==> config.mk <==
export PLATFORM = sky130hd
export DESIGN_NAME = cs_scheduler
export DESIGN_NICKNAME = d
export VERILOG_FILES = /design/src/rtl/cs_scheduler.sv
export SDC_FILE = /design/constraint.sdc
export NUM_CORES = 1
export LEC_CHECK = 0
export BUFFER_PORTS_ARGS = -buffer_cell sky130_fd_sc_hd__buf_2
export CAP_MARGIN = 20
export CORE_MARGIN = 2
export CORE_UTILIZATION = 37
export CTS_CLUSTER_DIAMETER = 80
export DETAILED_ROUTE_END_ITERATION = 10
export RECOVER_POWER = 100
export REMOVE_ABC_BUFFERS = 1
export SYNTH_ARGS = -nofsm -noshare
export SYNTH_HDL_FRONTEND = slang
export SYNTH_SLANG_ARGS = --single-unit
==> constraint.sdc <==
create_clock -name clk -period 2.7 [get_ports clk]
set_input_delay 0.405 -clock clk [delete_from_list [all_inputs] [get_ports clk]]
set_output_delay 0.405 -clock clk [all_outputs]
set_load 0.02 [all_outputs]
==> src/rtl/cs_scheduler.sv <==
// Round-robin scheduler sharing one chip-select slot between two requesters.
// Each grant opens a HOLD-cycle cs window followed by a GAP-cycle dead time.
module cs_scheduler #(
  parameter int HOLD  = 8,
  parameter int GAP   = 2,
  parameter int CNT_W = 8
) (
  input  logic clk,
  input  logic rst,
  input  logic req1,
  input  logic req2,
  output logic cs1,
  output logic cs2,
  output logic gnt1,
  output logic gnt2,
  output logic done1,
  output logic done2,
  output logic busy
);

  typedef enum logic [1:0] {
    IDLE   = 2'd0,
    ACTIVE = 2'd1,
    GAP_S  = 2'd2
  } state_e;

  localparam logic [CNT_W-1:0] HOLD_LD =
    CNT_W'(HOLD - 1);
  localparam logic [CNT_W-1:0] GAP_LD =
    CNT_W'((GAP > 0) ? GAP - 1 : 0);
  localparam bit GAP_ZERO = (GAP == 0);

  state_e           state_q, state_d;
  logic [CNT_W-1:0] cnt_q, cnt_d;
  logic             owner_q, owner_d;
  logic             last_q, last_d;
  logic             cs1_q, cs1_d, cs2_q, cs2_d;
  logic             gnt1_q, gnt1_d, gnt2_q, gnt2_d;
  logic             done1_q, done1_d;
  logic             done2_q, done2_d;
  logic             busy_q, busy_d;
  logic             pick2;

  // last_q=1 means requester 2 was served last
  assign pick2 = req2 & (~req1 | ~last_q);

  always_comb begin
    state_d = state_q;
    cnt_d   = cnt_q;
    owner_d = owner_q;
    last_d  = last_q;
    cs1_d   = 1'b0;
    cs2_d   = 1'b0;
    gnt1_d  = 1'b0;
    gnt2_d  = 1'b0;
    done1_d = 1'b0;
    done2_d = 1'b0;
    unique case (state_q)
      IDLE: begin
        if (req1 | req2) begin
          state_d = ACTIVE;
          cnt_d   = HOLD_LD;
          owner_d = pick2;
          last_d  = pick2;
          cs1_d   = ~pick2;
          cs2_d   = pick2;
          gnt1_d  = ~pick2;
          gnt2_d  = pick2;
        end
      end
      ACTIVE: begin
        if (cnt_q == '0) begin
          done1_d = ~owner_q;
          done2_d = owner_q;
          cnt_d   = GAP_LD;
          state_d = GAP_ZERO ? IDLE : GAP_S;
        end else begin
          cnt_d = cnt_q - CNT_W'(1);
          cs1_d = ~owner_q;
          cs2_d = owner_q;
        end
      end
      GAP_S: begin
        if (cnt_q == '0) begin
          state_d = IDLE;
        end else begin
          cnt_d = cnt_q - CNT_W'(1);
        end
      end
      default: begin
        state_d = IDLE;
      end
    endcase
    busy_d = (state_d != IDLE);
  end

  always_ff @(posedge clk or negedge rst) begin
    if (!rst) begin
      state_q <= IDLE;
      cnt_q   <= '0;
      owner_q <= 1'b0;
      last_q  <= 1'b1;
      cs1_q   <= 1'b0;
      cs2_q   <= 1'b0;
      gnt1_q  <= 1'b0;
      gnt2_q  <= 1'b0;
      done1_q <= 1'b0;
      done2_q <= 1'b0;
      busy_q  <= 1'b0;
    end else begin
      state_q <= state_d;
      cnt_q   <= cnt_d;
      owner_q <= owner_d;
      last_q  <= last_d;
      cs1_q   <= cs1_d;
      cs2_q   <= cs2_d;
      gnt1_q  <= gnt1_d;
      gnt2_q  <= gnt2_d;
      done1_q <= done1_d;
      done2_q <= done2_d;
      busy_q  <= busy_d;
    end
  end

  assign cs1   = cs1_q;
  assign cs2   = cs2_q;
  assign gnt1  = gnt1_q;
  assign gnt2  = gnt2_q;
  assign done1 = done1_q;
  assign done2 = done2_q;
  assign busy  = busy_q;

endmodule
==> flow_metrics.py <==
metrics = {
    "outcome": {
        "status": "finished, final reports clean",
    },
    "drt": {
        "drt-wirelength-per-cell_um": 14.7,
        "drt_iter0_drc": 27,
        "ant_nets": 0,
        "postRouteWirelength_mm": 2.10,
        "drc": 0,
        "vias_per_cell": 5.64,
        "dr_total_vias": 807,
        "drt_first_pass_iters": 4,
    },
    "logic_synthesis": {
        "syn-instance-count": 99,
        "synth_area_um2": 1010,
        "yosysWarningCount": 0,
        "syn_avg_cell_area_um2": 10.2,
        "synth_seq_cells": 19,
        "synth_top_area_cell": "dfrtp_1",
        "yosysSeqAreaShare": 0.472,
        "synth.top_cell.area_share": 0.446,
        "ys_types": 32,
        "ys_top_cells_by_area": "dfrtp_1 45%, ha_1 8.7%, a21oi_1 3.5%",
    },
    "sta": {
        "fin_crit_sh": 0.828,
        "setup_viol": 0,
        "worst_pin_slew_ns": 1.00,
        "skew_ns": 0.00393,
        "timing.fmax_mhz": 447,
        "maxSlewViolCount": 0,
        "hold_violations": 0,
        "rsz0062_at_grt": "false",
        "min_period_ns": 2.24,
        "slew_headroom": 0.332,
        "fin_setup_tns_ns": 0,
    },
    "worst_setup_path": {
        "worstPathArrival_ns": 2.42,
        "cp_max_fo": 6,
        "r2r_cells": 6,
        "cp-end-kind": "flip-flop",
        "rr_endpoint": "cnt_q[2]",
        "path_class": "reg -> reg",
        "reg2reg_from": "cnt_q[0]",
        "cp.required_ns": 2.89,
        "startpoint_type": "flip-flop",
        "reg2reg_slack_ns": 0.46,
        "crit_end": "cnt_q[2]",
        "crit_path_start": "cnt_q[0]",
    },
    "pwr": {
        "swShare": 0.455,
        "p_per_area_nw_per_um2": 1200,
        "p_leak_nw": 0.495,
        "peakVddDrop_uv": 513,
        "power_frac_comb": 0.518,
        "p_sw_uw": 602,
        "intPower_uw": 721,
        "clkPwrFrac": 0.107,
        "pwr-share-seq": 0.375,
    },
    "grt": {
        "grt_use_total": 0.149,
        "grt_pass1_vias": 769,
        "overflow": 0,
        "grt_pass1_wl_mm": 3.70,
        "grt_max_degree": 20,
        "antenna_found_initial": 0,
    },
    "clock_network": {
        "insertion_delay_ns": 0.29,
        "cts-root-buf": "clkbuf_4",
        "cts_hold_buf": 0,
        "cts.sinks": 19,
        "cts_setup_buffers": 0,
        "max-clock-path-buffers": 2,
        "cts_tree": "done",
        "path_clk_slew_ns": 0.11,
        "numCtsBuffers": 3,
        "cts_resized": 0,
        "h-tree-depth": 1,
    },
    "placement": {
        "hpwl_mm": 1.58,
        "port_buffers": 10,
        "place_congestion": 0.870,
        "placed_area_um2": 1100,
    },
    "floorplan": {
        "io_pins": 11,
        "start_util": 0.400,
        "coreArea_um2": 2520,
        "die-area_um2": 3160,
        "fp.dieH_um": 56.2,
        "die_w_um": 56.2,
        "core.rowCount": 18,
    },
    "final_layout": {
        "multi_input_area_um2": 487,
        "regArea_um2": 477,
        "final_area_um2": 1100,
        "final_common_cell": "dfrtp_1",
        "area_delta_synth_final_pct": 9.17,
        "num_antenna_cells": 0,
        "drive_gt1_frac": 0.0885,
        "layout_common_cells": "18 x dfrtp_1, 9 x inv_1, 8 x nor2_1, 8 x clkbuf_1",
        "fillCellCount": 258,
        "nNetsFinal": 125,
    },
    "job": {
        "maxCapViolCount": 0,
    },
    "worst_hold_path": {
        "holdCritPathClass": "in -> async",
    },
}
==> logic make-up after synthesis <==
kind of cell | after synthesis | share of synthesized area
AOI/OAI and AO/OA | 26 | 0.185
muxes | 2 | 0.0198
buffers and inverters | 9 | 0.0335
adders and majority gates | 7 | 0.0867
DFF | 19 | 0.472
and+or+nand+nor | 36 | 0.203
==> worst min-delay path by stage <==
stage	from	endpoint	slack, ns	cells after the start
3_3_place_gp	rst	state_q[0]	0.36	1
5_1_grt	req1	gnt2	0.33	2
2_1_floorplan	rst	busy	0.11	0
4_1_cts	rst	busy	0.03	1
3_5_place_dp	rst	busy	0.37	1
6_report	rst	busy	0.24	1
==> state kept, by name, summed over array words and instances (netlist names) <==
| name | cells |
|---|---|
| gnt1 | 1 |
| busy | 1 |
| cs1 | 1 |
| cnt_q | 8 |
| last_q | 1 |
| gnt2 | 1 |
| done1 | 1 |
| cs2 | 1 |
| state_q | 2 |
| owner_q | 1 |
| done2 | 1 |
==> cell usage after synthesis, drive strengths merged <==
| cell type | n |
|---|---|
| dfrtp | 18 |
| inv | 9 |
| nor2 | 8 |
| a21oi | 7 |
| ha | 7 |
| nand2 | 6 |
| nor3 | 5 |
| o21ai | 4 |
| a211o | 3 |
| nor4 | 3 |
| o31ai | 3 |
| mux2i | 2 |
| nor3b | 2 |
| o21bai | 2 |
| or2 | 2 |
| or4 | 2 |
| a221oi | 1 |
| a311o | 1 |
| a32o | 1 |
| a32oi | 1 |
| dfstp | 1 |
| nand2b | 1 |
| nand3 | 1 |
| nand4 | 1 |
| nand4b | 1 |
| nor4b | 1 |
| o22ai | 1 |
| o2bb2ai | 1 |
| o311ai | 1 |
| or3 | 1 |
| or3b | 1 |
| or4b | 1 |
==> per-stage QoR <==
step                cells  worst slack, ns  utilization  power, mW  hold slack, ns
finish                143            0.463        0.437       1.32           0.242
global route          143            0.265        0.437       1.45           0.335
CTS                   143            0.517        0.446       1.36          0.0312
detailed placement    139            0.532        0.435       1.21           0.370
global placement      139            0.528        0.435       1.20           0.365
floorplan              99            0.756            -       1.02           0.109
==> layer usage <==
metal	track usage	wire length, um	up-vias
met5	0	0	-
li1	-	-	398
met3	0.0442	90	2
met2	0.254	1000	17
met1	0.186	995	390
met4	0.0306	14	0
==> power groups by stage <==
stage	Sequential (mW)	Combinational, mW	Clock [mW]
finish	0.496	0.686	0.141
detailed placement	0.500	0.714	0
floorplan	0.526	0.495	0
global route	0.511	0.778	0.164
CTS	0.496	0.715	0.153
global placement	0.496	0.704	0
==> layout make-up <==
class | count | share of cell area
multi-input combinational | 71 | 0.442
sequential | 19 | 0.432
timing repair buffer | 10 | 0.0363
tap | 30 | 0.0341
inverter | 9 | 0.0306
clock buffer | 3 | 0.0204
clock inverter | 1 | 0.00454
==> worst max-delay path, stage by stage (launching register included) <==
cell and delay (ns):
dfrtp_1 0.42, inv_1 0.11, ha_1 0.19, or4b_1 0.50, o22ai_1 0.45, o21ai_0 0.16
a211o_1 0.31
Note: power is estimated with default switching activity, not from simulation.
